[src/rtl/hex_scroll_ctrl.sv]
// Scroll sequencer for the 4-position HEX rotating message.
// Drives the rotation select from a prescaled tick or manual steps.
module hex_scroll_ctrl #(
   parameter int TICK_DIV = 50_000_000,
   localparam int CW = $clog2(TICK_DIV)
) (
   input  logic       clk,
   input  logic       rst,
   input  logic       run_en,
   input  logic       step,
   input  logic       dir,
   input  logic       load,
   input  logic [7:0] chars_in,
   output logic [7:0] chars_out,
   output logic [1:0] sel_out,
   output logic       tick_out,
   output logic [1:0] state_out
);

   typedef enum logic [1:0] {
      IDLE = 2'b00,
      RUN  = 2'b01,
      HOLD = 2'b10
   } state_t;

   localparam logic [CW-1:0] LAST = CW'(TICK_DIV - 1);

   state_t        state;
   state_t        state_nxt;
   logic [CW-1:0] cnt;
   logic [CW-1:0] cnt_nxt;
   logic [1:0]    sel_nxt;
   logic          step_q;
   logic          step_edge;
   logic          adv;

   assign step_edge = step & ~step_q;
   assign state_out = state;

   // State, prescaler, select and message registers
   always_ff @(posedge clk) begin
      if (rst) begin
         state     <= IDLE;
         cnt       <= '0;
         sel_out   <= 2'd0;
         chars_out <= 8'd0;
         step_q    <= 1'b0;
      end else begin
         state  <= state_nxt;
         cnt    <= cnt_nxt;
         sel_out <= sel_nxt;
         step_q <= step;
         if (load)
            chars_out <= chars_in;
      end
   end

   // Next state, tick detection, advance and prescaler update
   always_comb begin
      state_nxt = state;
      cnt_nxt   = '0;
      sel_nxt   = sel_out;
      tick_out  = 1'b0;
      adv       = 1'b0;

      if (state == RUN && cnt == LAST)
         tick_out = 1'b1;

      // Steps during RUN are dropped, not queued
      if (tick_out || (step_edge && state != RUN))
         adv = 1'b1;

      if (state == RUN && !tick_out)
         cnt_nxt = cnt + 1'b1;

      unique case (state)
         IDLE:    state_nxt = run_en ? RUN : IDLE;
         RUN:     state_nxt = run_en ? RUN : HOLD;
         HOLD:    state_nxt = run_en ? RUN : HOLD;
         default: state_nxt = IDLE;
      endcase

      if (adv)
         sel_nxt = dir ? sel_out - 2'd1 : sel_out + 2'd1;

      // Load overrides any advance and restarts the sequence
      if (load) begin
         state_nxt = IDLE;
         cnt_nxt   = '0;
         sel_nxt   = 2'd0;
      end
   end

endmodule

[config.mk]
export PLATFORM = sky130hd
export DESIGN_NAME = hex_scroll_ctrl
export DESIGN_NICKNAME = d
export VERILOG_FILES = /design/src/rtl/hex_scroll_ctrl.sv
export SDC_FILE = /design/constraint.sdc
export NUM_CORES = 1
export LEC_CHECK = 0
export ABC_AREA = 1
export CAP_MARGIN = 5
export CELL_PAD_IN_SITES_DETAIL_PLACEMENT = 0
export CELL_PAD_IN_SITES_GLOBAL_PLACEMENT = 2
export CORE_UTILIZATION = 35
export CTS_CLUSTER_DIAMETER = 120
export DETAILED_ROUTE_END_ITERATION = 16
export DONT_BUFFER_PORTS = 1
export PLACE_DENSITY = 0.79
export REMOVE_ABC_BUFFERS = 1
export SYNTH_ARGS = -nofsm -noshare
export SYNTH_HDL_FRONTEND = slang
export SYNTH_SLANG_ARGS = --single-unit
[constraint.sdc]
create_clock -name clk -period 1.9 [get_ports clk]
set_input_delay 0.38 -clock clk [delete_from_list [all_inputs] [get_ports clk]]
set_output_delay 0.38 -clock clk [all_outputs]
set_load 0.01 [all_outputs]
; Word level (Yosys, flattened, before mapping)
; Cells that the tools add are included.
[word_totals]
elab_cells = 30
out_inout_bits = 13
input_bits = 14
ff_bits = 39
[classes]
muxes = 6
bitwise = 3
n_addsub = 3
reduce_logical = 9
eq_ne = 4
[ops]
columns = operator, count
row1 = $add 26x1->26 const B, 1
row2 = $eq 26x26->1 const B, 1
row3 = $mux 2, 2
row4 = $pmux 2 s2, 1
row5 = $reduce_or 2->1, 2
row6 = $logic_and 1x1->1, 3
row7 = $mux 1, 3
row8 = $reduce_or 3->1, 1
row9 = $add 2x1->2 const B, 1
row10 = $eq 2x1->1 const B, 1
row11 = $eq 2x2->1 const B, 1
row12 = $logic_not 2->1, 1
row13 = $ne 2x1->1 const B, 1
row14 = $not 1->1, 2
row15 = $sub 2x1->2 const B, 1
row16 = $and 1x1->1, 1
row17 = $logic_not 1->1, 1
row18 = $logic_or 1x1->1, 1

; Longest topological paths before layout
; Gate-level depths: netlist of the first run.
[depth]
depth_word = 7
depth_mapped = 10
mapped_depth_nobuf = 10

; Worst setup path after synthesis of the first run
; OpenSTA, ideal clock, no wires.
[synth_path]
kind = register to output
start = register cnt[0]
end = output port tick_out
path_stages_with_launch = 6
n_path_buf = 0
t_required_ns = 1.520
setup_slack_ns = 0.213
t_arrival_ns = 1.307
cell_sequence = dfxtp_1 -> ha_1 -> nand2_1 -> nor2_2 -> nand3_1 -> nor4_1
[synth_between]
elab_chain_cells = 3
[synth_lines]
columns = item, line_no
row1 = start: declaration, 30  ; logic [CW-1:0] cnt;
row2 = start signal: assignment, 50  ; cnt <= cnt_nxt;
row3 = $eq 26x26->1, 66  ; if (state == RUN && cnt == LAST)
row4 = $logic_and 1x1->1, 66
row5 = $mux 1, 66
row6 = end: declaration, 16  ; output logic tick_out,
; No other way between the ends.

; Final worst setup path of the first run
[layout_path]
start = register cnt[24]
end = output port tick_out
; Same word-level chain as after synthesis.

==> key figures, run 1 <==
Cells and area
  – Most common cell after layout, fill and taps aside: nor2_1
  – Final Cell Area: 0.00229 sq mm
  – Final #Nets: 303
  – FF/Latch Area: 793 sq um
  – Footprint of the multi-input gates: roughly 0.0011 sq mm
  – Fillers: 619
  – Share of cells above drive strength 1: 0.203
  – Final cell count without fillers: 358
  – Diodes inserted: 0
  – Final Util: 0.419
  – Area grow syn2layout: 15.4%
  – Commonest non-fill, non-tap cells in the layout: nor2_1 (61), nand2_1 (57), dfxtp_1 (31)

Logic synthesis
  – Cells after synthesis: between 200 and 300
  – Post-synthesis sequential area ratio: 0.393
  – Avg Cell Area, Syn: 7.28 sq um
  – Syn Std Cell Area: 0.00199 sq mm
  – Library cells used by synthesis: 26
  – Synth Register Bits: 39
  – Yosys warnings: 0

Hold path
  – Worst Hold Class: in -> reg

Route
  – Drt total wl: 4450 um
  – Drt pass-1 iters: 4
  – Final ANT Viol Nets: 0
  – Iteration-0 DRC Markers: 92
  – Residual DRC: 0
  – Vias post-DR: 1,655
  – DR WL/cell: 12.4 um
  – Via density: 4.62

Worst setup path
  – Setup crit end kind: primary output
  – CP Data Arrival Time: 1.47 ns
  – Worst EP required: 1.52 ns
  – Max Fanout on Critical Path: 5
  – CP startpoint kind: flip-flop
  – Crit path kind: reg -> out

GRT
  – Initial antenna violation count: 0
  – Total Routing Usage GR: 0.168
  – Overflow after GRT: 0
  – First-pass GRT wire length: 7770 um
  – Largest net degree at the start of global routing: 27
  – Vias in the first global route: 1,700

Place
  – DP Area: 0.00210 sq mm
  – DP Wirelength: 3330 um
  – Cells after DPL: 348
  – Dpl ws: 0.112 ns
  – GP Congestion: 0.774
  – PortBufs: 0

Floorplan
  – Die area: 0.00598 sq mm
  – Die Wd: 77.3 um
  – Core area: 0.00547 sq mm
  – Initial Util: 0.363
  – Die Y: 77.3 um
  – I/O pin count: 27
  – # rows: 27

Power
  – P_leak: 0.740 nW
  – Pwr/cell area: 708 mW/mm^2
  – Worst vdd rail ir drop: 368 uV

STA
  – Fin Hold WS: 0.132 ns
  – Max Freq: 0.541 GHz
  – Worst-Margin Slew: 0.396 ns
  – Worst setup margin: 0.0500 ns
  – Fin. Hold Viols: 0
  – Setup violators final: 0
  – Fin crit period: 1.85 ns
  – RSZ-0062 raised after global routing: true
  – Clock skew: 0.00529 ns
  – Final worst path period share: 0.974
  – Slew Viols, Final: 0
  – Worst rel slew slack: 0.735

Run status
  – Status: finished clean

CTS
  – TritonCTS clock tree: built
  – CTS Root Cell: clkbuf_8
  – Clock transition at the registers of the reported paths: around 0.080 ns
  – Num CTS Buffers: 5
  – H-tree levels: 2
  – CTS Buffer Depth: 2
  – Clock Sinks: 39
  – Latest clock arrival within the worst-skew pair: 0.30 ns

Run
  – Max-cap viol count: 0
==> state kept, by name, summed over array words and instances, names as in the netlist <==
signal,count
step_q,1
chars_out,8
state_out,2
cnt,26
sel_out,2
==> critical path: stages, from the launching register on <==
cell and delay, ns:
dfxtp_2 0.35, nor4_2 0.26, nand2_1 0.14, nor4_4 0.27
buf_4 0.16
==> synthesized netlist by cell type, drive strengths merged <==
library cell   n  area share
and3           1      0.0032
inv           24       0.045
nand3         14       0.052
or2            1      0.0032
xnor2          8       0.035
clkbuf         1      0.0019
nor3           5       0.018
nand3b         4       0.015
ha             4       0.025
nand4          3      0.0094
dfxtp         39        0.39
nand2         61        0.12
xor2           9       0.040
nor4           3      0.0094
nor2          75        0.17
buf            2       0.011
a21oi          9       0.023
o21ai         10       0.025
==> final cells by class <==
type | count | share of cell area
clock buffer | 5 | 0.0300
timing repair buffer | 8 | 0.0262
sequential | 39 | 0.346
inverter | 24 | 0.0393
tap | 72 | 0.0393
clock inverter | 3 | 0.0207
multi-input combinational | 207 | 0.499
==> layer usage <==
layer	wire length [um]	track usage	vias to the layer above
met3	135	0.0424	6
met5	0	0	-
met4	58	0.0566	0
met2	2040	0.281	25
met1	2220	0.209	740
li1	-	-	884
==> power breakdown <==
| group | total, mW | internal, mW | switching, mW |
|---|---|---|---|
| Combinational | 0.0455 | 0.0172 | 0.0283 |
| Sequential | 0.850 | 0.832 | 0.0179 |
| Clock | 0.728 | 0.398 | 0.330 |
==> cell families (layout without fill, tap and decap cells) <==
logic type	count (synthesis)	count (layout)	synth area share
and+or+nand+nor	167	167	0.401
buffers and inverters	27	40	0.0586
xor gates and xnor gates	17	17	0.0749
AOI/OAI and AO/OA	19	19	0.0479
DFF	39	39	0.393
adders and majority gates	4	4	0.0252
==> final timing paths <==
kind / cells past startpoint / end / slack (ns) / from
setup / recovery: 4 / tick_out / 0.05 / cnt[24]
hold / removal: 1 / state_out[1] / 0.13 / run_en
setup reg to reg: 9 / cnt[19] / 0.31 / cnt[1]
hold reg to reg: 2 / cnt[22] / 0.48 / cnt[22]
==> through the flow <==
stage                     setup TNS (ns)  total power, mW
after detailed placement               0            0.915
after global routing             -0.0394             1.70
after floorplan                        0            0.904
after global placement                 0            0.914
after CTS                              0             1.64
final                                  0             1.62
==> repair_timing <==
item,in CTS,in global routing
buffers inserted,2,0
endpoints found under the setup margin,1,1
hold buffers,0,0
resized for setup,15,6
pin swaps,4,0
No activity file was read; power rests on OpenSTA's default activity.
==> run 2, diff against run 1 <==
--- a/config.mk
+++ b/config.mk
@@ -9,11 +9,11 @@
 export CAP_MARGIN = 5
 export CELL_PAD_IN_SITES_DETAIL_PLACEMENT = 0
 export CELL_PAD_IN_SITES_GLOBAL_PLACEMENT = 2
-export CORE_UTILIZATION = 35
+export CORE_UTILIZATION = 32
 export CTS_CLUSTER_DIAMETER = 120
 export DETAILED_ROUTE_END_ITERATION = 16
 export DONT_BUFFER_PORTS = 1
-export PLACE_DENSITY = 0.79
+export PLACE_DENSITY = 0.76
 export REMOVE_ABC_BUFFERS = 1
 export SYNTH_ARGS = -nofsm -noshare
 export SYNTH_HDL_FRONTEND = slang
==> constraint.sdc (replaced) <==
create_clock -name clk -period 1.49 [get_ports clk]
set_input_delay 0.298 -clock clk [delete_from_list [all_inputs] [get_ports clk]]
set_output_delay 0.298 -clock clk [all_outputs]
set_load 0.01 [all_outputs]
==> run 2 against run 1 <==
Against the previous run:
- the flow now finishes with violations (setup timing)
- wire length rose by 10%
- sequential power up 27%
- utilization rose by 2.9 points
- setup slack worse by 0.33 ns
- design area grew 16%
==> key figures, run 2 (synthesis results as in run 1) <==
Hold path
  – Hold Crit Start: run_en
  – Worst Hold Class: in -> reg

Worst setup path
  – Worst path slowest cell: dfxtp_1
  – FF-to-FF Start: cnt[0]
  – CP startpoint kind: flip-flop
  – Most frequent CP cell: nor4_2
  – Slowest stage delay, CP: 0.33 ns (-0.02 ns)
  – Setup crit end kind: primary output
  – Buf+Inv Stages, Crit Path: 1 (unchanged)
  – Critical path origin: cnt[24]
  – Crit path max-delay family: simple AND/OR/NAND/NOR gates
  – Worst EP required: 1.19 ns (-0.33 ns)
  – CP Data Arrival Time: 1.48 ns (about the same)
  – Crit path kind: reg -> out
  – Cells along the critical path: nor4_2, nand2_1, nor4_2, buf_4
  – Max Fanout on Critical Path: 2 (-3)

Power
  – P_leak: 0.961 nW (+30%)
  – Worst vdd rail ir drop: 374 uV (+1.6%)
  – PnR Total Power: 1.92 mW (+19%)
  – Pwr/cell area: 721 mW/mm^2 (+1.9%)

Place
  – DP Wirelength: 3690 um (+11%)
  – Cells after DPL: 386 (+11%)
  – PortBufs: 0 (unchanged)
  – DP Area: 0.00239 sq mm (+14%)
  – Dpl ws: -0.0946 ns (-0.206 ns)
  – GP Congestion: 0.797 (+2.9%)

CTS
  – TritonCTS clock tree: built
  – Num CTS Buffers: 5 (unchanged)
  – Latest clock arrival within the worst-skew pair: 0.30 ns (about the same)
  – CTS Buffer Depth: 2 (unchanged)
  – Hold buffers post-CTS: 0 (unchanged)
  – CTS Root Cell: clkbuf_8
  – Clock Sinks: 39 (unchanged)
  – Clock transition at the registers of the reported paths: 0.10 ns (+0.02 ns)
  – H-tree levels: 2 (unchanged)

Route
  – Vias post-DR: 1,776 (+7.3%)
  – Final ANT Viol Nets: 0 (unchanged)
  – Via density: 4.41 (-4.7%)
  – DR WL/cell: 12.2 um (-2.3%)
  – Residual DRC: 0 (unchanged)
  – Drt pass-1 iters: 4 (unchanged)
  – Iteration-0 DRC Markers: 104 (+13%)
  – Drt total wl: 4900 um (+10%)

Floorplan
  – I/O pin count: 27 (unchanged)
  – Initial Util: 0.334 (-0.0294)
  – Core area: 0.00596 sq mm (+8.8%)
  – Die area: 0.00653 sq mm (+9.1%)
  – Die Wd: 80.8 um (+4.5%)
  – Die Y: 80.8 um (+4.5%)
  – # rows: 28 (+3.7%)

GRT
  – First-pass GRT wire length: 7960 um (+2.4%)
  – Initial antenna violation count: 0 (unchanged)
  – Total Routing Usage GR: 0.164 (-0.00379)
  – Largest net degree at the start of global routing: 15 (-44%)
  – Vias in the first global route: 1,744 (+2.6%)
  – Overflow after GRT: 0 (unchanged)

Run status
  – Status: finished with violations
  – Violated checks: setup timing

Cells and area
  – Share of cells above drive strength 1: 0.293 (+0.0899)
  – Area grow syn2layout: 34.3%
  – Diodes inserted: 0 (unchanged)
  – Most common cell after layout, fill and taps aside: nor2_1
  – Top reg by flops: cnt
  – Final #Nets: 345 (+14%)
  – Biggest regs: cnt: 26 flops, chars_out: 8 flops
  – Max FFs per register: 26 (unchanged)
  – Final Util: 0.448 (+0.0290)
  – Commonest non-fill, non-tap cells in the layout: nor2_1 (61), nand2_1 (55), buf_4 (43)
  – Final Cell Area: 0.00267 sq mm (+16%)
  – Fillers: 619 (unchanged)
  – Final cell count without fillers: 403 (+13%)

STA
  – RSZ-0062 raised after global routing: true
  – Final worst path period share: 1.19
  – Fin. Hold Viols: 0 (unchanged)
  – Max Freq: roughly 0.56 GHz
  – Setup violators final: 29 (+29)
  – Fin crit period: 1.77 ns
  – Worst rel slew slack: 0.785 (+0.0502)
  – Fin Hold WS: 0.0502 ns (-0.0821 ns)
  – Worst-Margin Slew: 0.320 ns (-0.0763 ns)
  – Worst setup margin: -0.283 ns (-0.333 ns)
  – Slew Viols, Final: 0 (unchanged)
  – Setup Total Neg Slack: -4.83 ns (-4.83 ns)
  – Clock skew: 0.0171 ns (+0.0118 ns)

Run
  – Max-cap viol count: 0 (unchanged)
==> run 2: metal layers <==
layer,wire length (um),part of all wire,vias to the layer above,global-route usage
li1,-,-,966,-
met2,2230,0.45,27,0.267
met5,0,0,-,0
met4,93,0.019,0,0.0536
met3,152,0.031,7,0.0416
met1,2430,0.50,776,0.212
==> run 2: worst paths after layout <==
check	end	slack, ns	cells past startpoint
setup reg to reg	cnt[22]	-0.20	12
hold / removal	state_out[1]	0.05	1
hold reg to reg	cnt[20]	0.49	2
setup / recovery	tick_out	-0.28	4
==> run 2: worst reg2reg max path, cell delays in order (launching register included) <==
cell and delay (ns):
dfxtp_2 0.37, ha_4 0.13, nand2_1 0.06, nor2_2 0.15
buf_4 0.12, buf_4 0.10, nand2_2 0.07, nor2_4 0.12
nand2_2 0.08, nand3_4 0.10, buf_12 0.13, buf_12 0.11
a21oi_1 0.05
==> run 2: where the power goes <==
group	total [mW]	internal (mW)	switching, mW
clock network	0.762	0.335	0.426
registers	1.08	1.06	0.0210
logic	0.0790	0.0376	0.0415
==> run 2: timing repair <==
item                                    CTS  global route
resized for setup                        16             2
pin swaps                                 5             2
endpoints found under the setup margin   27            29
setup buffers                             7             0
gates cloned                              2             0
==> run 2: final cells by class <==
type	count	area, sq um	area share
Multi-Input combinational cell	207	1140	0.426
Sequential cell	39	786	0.294
Timing Repair Buffer	50	469	0.176
Tap cell	75	93.8	0.0352
Inverter	24	90.1	0.0338
Clock buffer	5	68.8	0.0258
Clock inverter	3	23.8	0.00891
==> run 3, diff against run 2 <==
--- a/config.mk
+++ b/config.mk
@@ -9,12 +9,14 @@
 export CAP_MARGIN = 5
 export CELL_PAD_IN_SITES_DETAIL_PLACEMENT = 0
 export CELL_PAD_IN_SITES_GLOBAL_PLACEMENT = 2
-export CORE_UTILIZATION = 32
+export CORE_UTILIZATION = 33
+export CTS_BUF_LIST = sky130_fd_sc_hd__clkbuf_4
 export CTS_CLUSTER_DIAMETER = 120
 export DETAILED_ROUTE_END_ITERATION = 16
 export DONT_BUFFER_PORTS = 1
-export PLACE_DENSITY = 0.76
+export PLACE_DENSITY = 0.78
 export REMOVE_ABC_BUFFERS = 1
+export SKIP_LAST_GASP = 1
 export SYNTH_ARGS = -nofsm -noshare
 export SYNTH_HDL_FRONTEND = slang
 export SYNTH_SLANG_ARGS = --single-unit
==> run 3 against run 2 <==
Against the previous run:
- the flow still finishes with violations (setup timing)
- via count increased by 2.5%
- setup slack improved by 0.0012 ns
- largest power group unchanged
- critical endpoint unchanged
- non-clock buffer count unchanged
==> key figures, run 3 (synthesis results as in run 1) <==
CTS
  – Clock Sinks: 39 (unchanged)
  – CTS Root Cell: clkbuf_4
  – Num CTS Buffers: 5 (unchanged)
  – Latest clock arrival within the worst-skew pair: 0.36 ns (+0.06 ns)
  – CTS Buffer Depth: 2 (unchanged)
  – H-tree levels: 2 (unchanged)
  – Clock transition at the registers of the reported paths: 0.13 ns (+0.03 ns)
  – TritonCTS clock tree: built

Worst setup path
  – Cells along the critical path: ha_4, nand2_4, nor2_4, nand3_1, nor4_2, buf_4
  – Reg-to-reg slack, setup: -0.27 ns (-0.07 ns)
  – Max Fanout on Critical Path: 2 (unchanged)
  – Worst EP required: 1.19 ns (about the same)
  – Crit path kind: reg -> out
  – R2R depth: 12 (unchanged)
  – CP Data Arrival Time: 1.47 ns (about the same)
  – FF-to-FF Start: cnt[1]
  – Worst path slowest cell: dfxtp_2
  – Setup crit end kind: primary output
  – CP startpoint kind: flip-flop
  – Slowest stage delay, CP: 0.38 ns (+0.05 ns)
  – Reg-to-reg endpoint: cnt[2]

Run status
  – Violated checks: setup timing
  – Status: finished with violations

GRT
  – Vias in the first global route: 1,721 (-1.3%)
  – Overflow after GRT: 0 (unchanged)
  – GRT Max-Usage Layer: met2
  – M1 GR Usage: 0.200 (-0.0122)
  – Met2 usage: 0.264 (-0.00285)
  – First-pass GRT wire length: 7670 um (-3.6%)
  – Initial antenna violation count: 0 (unchanged)
  – Largest net degree at the start of global routing: 16 (+1)
  – Met3 usage: 0.0320 (-0.00957)
  – Total Routing Usage GR: 0.159 (-0.00569)

Cells and area
  – Final cell count without fillers: 400 (-0.74%)
  – Footprint of the multi-input gates: 0.00118 sq mm (+3.7%)
  – Area grow syn2layout: 33.1%
  – Most common cell after layout, fill and taps aside: nor2_1
  – Fillers: 566 (-8.6%)
  – Biggest regs: cnt: 26 flops, chars_out: 8 flops
  – Diodes inserted: 0 (unchanged)
  – Final #Nets: 345 (unchanged)
  – Top reg by flops: cnt
  – FF/Latch Area: 785 sq um (-0.16%)
  – Commonest non-fill, non-tap cells in the layout: nor2_1 (59), nand2_1 (53), buf_4 (43)
  – Max FFs per register: 26 (unchanged)
  – Share of cells above drive strength 1: 0.308 (+0.0152)

STA
  – Slew Viols, Final: 0 (unchanged)
  – RSZ-0062 raised after global routing: true
  – Fin crit period: 1.77 ns (-0.00125 ns)
  – Max Freq: 0.564 GHz (about the same)
  – Setup violators final: 29 (unchanged)
  – Worst rel slew slack: 0.788 (+0.00241)
  – Worst setup margin: -0.282 ns (+0.00124 ns)
  – Fin. Hold Viols: 0 (unchanged)
  – Clock skew: 0.00770 ns (-0.00937 ns)
  – Fin Hold WS: 0.0672 ns (+0.0170 ns)
  – Worst-Margin Slew: 0.316 ns (-0.00358 ns)
  – Final worst path period share: 1.19 (about the same)

Power
  – P_leak: 0.949 nW (-1.3%)
  – Worst vdd rail ir drop: 507 uV (+36%)
  – Pwr/cell area: 655 mW/mm^2 (-9.2%)

Floorplan
  – # rows: 27 (-3.6%)
  – Die Wd: 79.6 um (-1.5%)
  – Die area: 0.00634 sq mm (-2.9%)
  – Core area: 0.00564 sq mm (-5.3%)
  – I/O pin count: 27 (unchanged)
  – Die Y: 79.6 um (-1.5%)
  – Initial Util: 0.352 (+0.0186)

Place
  – DP Wirelength: 3590 um (-2.8%)
  – Cells after DPL: 381 (-1.3%)
  – GP Congestion: 0.808 (+1.5%)
  – Dpl ws: -0.0568 ns (+0.0377 ns)
  – PortBufs: 0 (unchanged)

Hold path
  – Worst Hold Path EP: chars_out[4]
  – Worst Hold Class: in -> reg
  – Hold Crit Start: chars_in[4]
  – WHS Path Cells: 2 (+1)

Route
  – Via density: 4.55 (+3.3%)
  – DR WL/cell: 12.1 um (-0.11%)
  – Iteration-0 DRC Markers: 61 (-41%)
  – Drt total wl: 4860 um (-0.86%)
  – Drt pass-1 iters: 4 (unchanged)
  – Residual DRC: 0 (unchanged)
  – Vias post-DR: 1,821 (+2.5%)
  – Final ANT Viol Nets: 0 (unchanged)

Run
  – Max-cap viol count: 0 (unchanged)
-- run 3: cell types whose count changed in the layout (fill, tap and decap cells not counted), sizes merged --
cell	previous run	this run
inv	25	24
buf	50	45
clkbuf	5	7
clkinv	0	1
dlygate4sd3	0	3
-- run 3: where the power goes --
part / leakage (nW) / internal, mW / switching (mW) / total (mW)
clock network: 0.0272 / 0.180 / 0.384 / 0.565
registers: 0.318 / 1.06 / 0.0208 / 1.08
logic: 0.603 / 0.0388 / 0.0442 / 0.0830
-- run 3: critical path, delay by kind of cell (launching register included) --
family | cells | cell delay [ns]
fa+ha+maj | 1 | 0.15
simple gates | 4 | 0.41
flops | 1 | 0.38
buf+inv | 1 | 0.16
-- run 3: area by class of cell --
class | instances | share of cell area
multi-input cells | 207 | 0.446
flip-flops and latches | 39 | 0.297
inverters | 24 | 0.0341
repair buffers | 50 | 0.167
clock buffers | 5 | 0.0142
clock inverters | 3 | 0.00757
well taps | 72 | 0.0341
-- run 3: repair_timing --
item / in CTS / in global routing
pin swaps: 5 / 3
resized for setup: 12 / 14
hold buffers: 3 / 0
cloned: 0 / 2
buffers inserted: 5 / 1
hold endpoints to repair: 3 / 0
endpoints found under the setup margin: 2 / 29
-- run 3: routing by layer --
| metal | vias to the layer above | part of all wire |
|---|---|---|
| li1 | 970 | - |
| met1 | 816 | 0.47 |
| met2 | 30 | 0.48 |
| met3 | 5 | 0.033 |
| met4 | 0 | 0.011 |
| met5 | - | 0 |
-- run 3: worst max-delay path by stage --
stage / start / end / slack, ns / depth (start not counted)
2_1_floorplan: cnt[0] / tick_out / -0.11 / 5
3_3_place_gp: cnt[0] / tick_out / -0.03 / 6
3_5_place_dp: cnt[0] / tick_out / -0.06 / 6
4_1_cts: cnt[17] / tick_out / -0.31 / 5
5_1_grt: cnt[1] / tick_out / -0.41 / 6
6_report: cnt[1] / tick_out / -0.28 / 6
-- run 3: stage by stage --
step / utilization / total power [mW] / area, sq um / setup TNS [ns]
2_1_floorplan: - / 1.15 / 1960 / -0.115
3_3_place_gp: 0.420 / 1.18 / 2370 / -0.0254
3_5_place_dp: 0.420 / 1.18 / 2370 / -0.0585
4_1_cts: 0.449 / 1.75 / 2530 / -5.01
5_1_grt: 0.469 / 1.80 / 2650 / -9.71
6_report: 0.469 / 1.73 / 2650 / -6.96
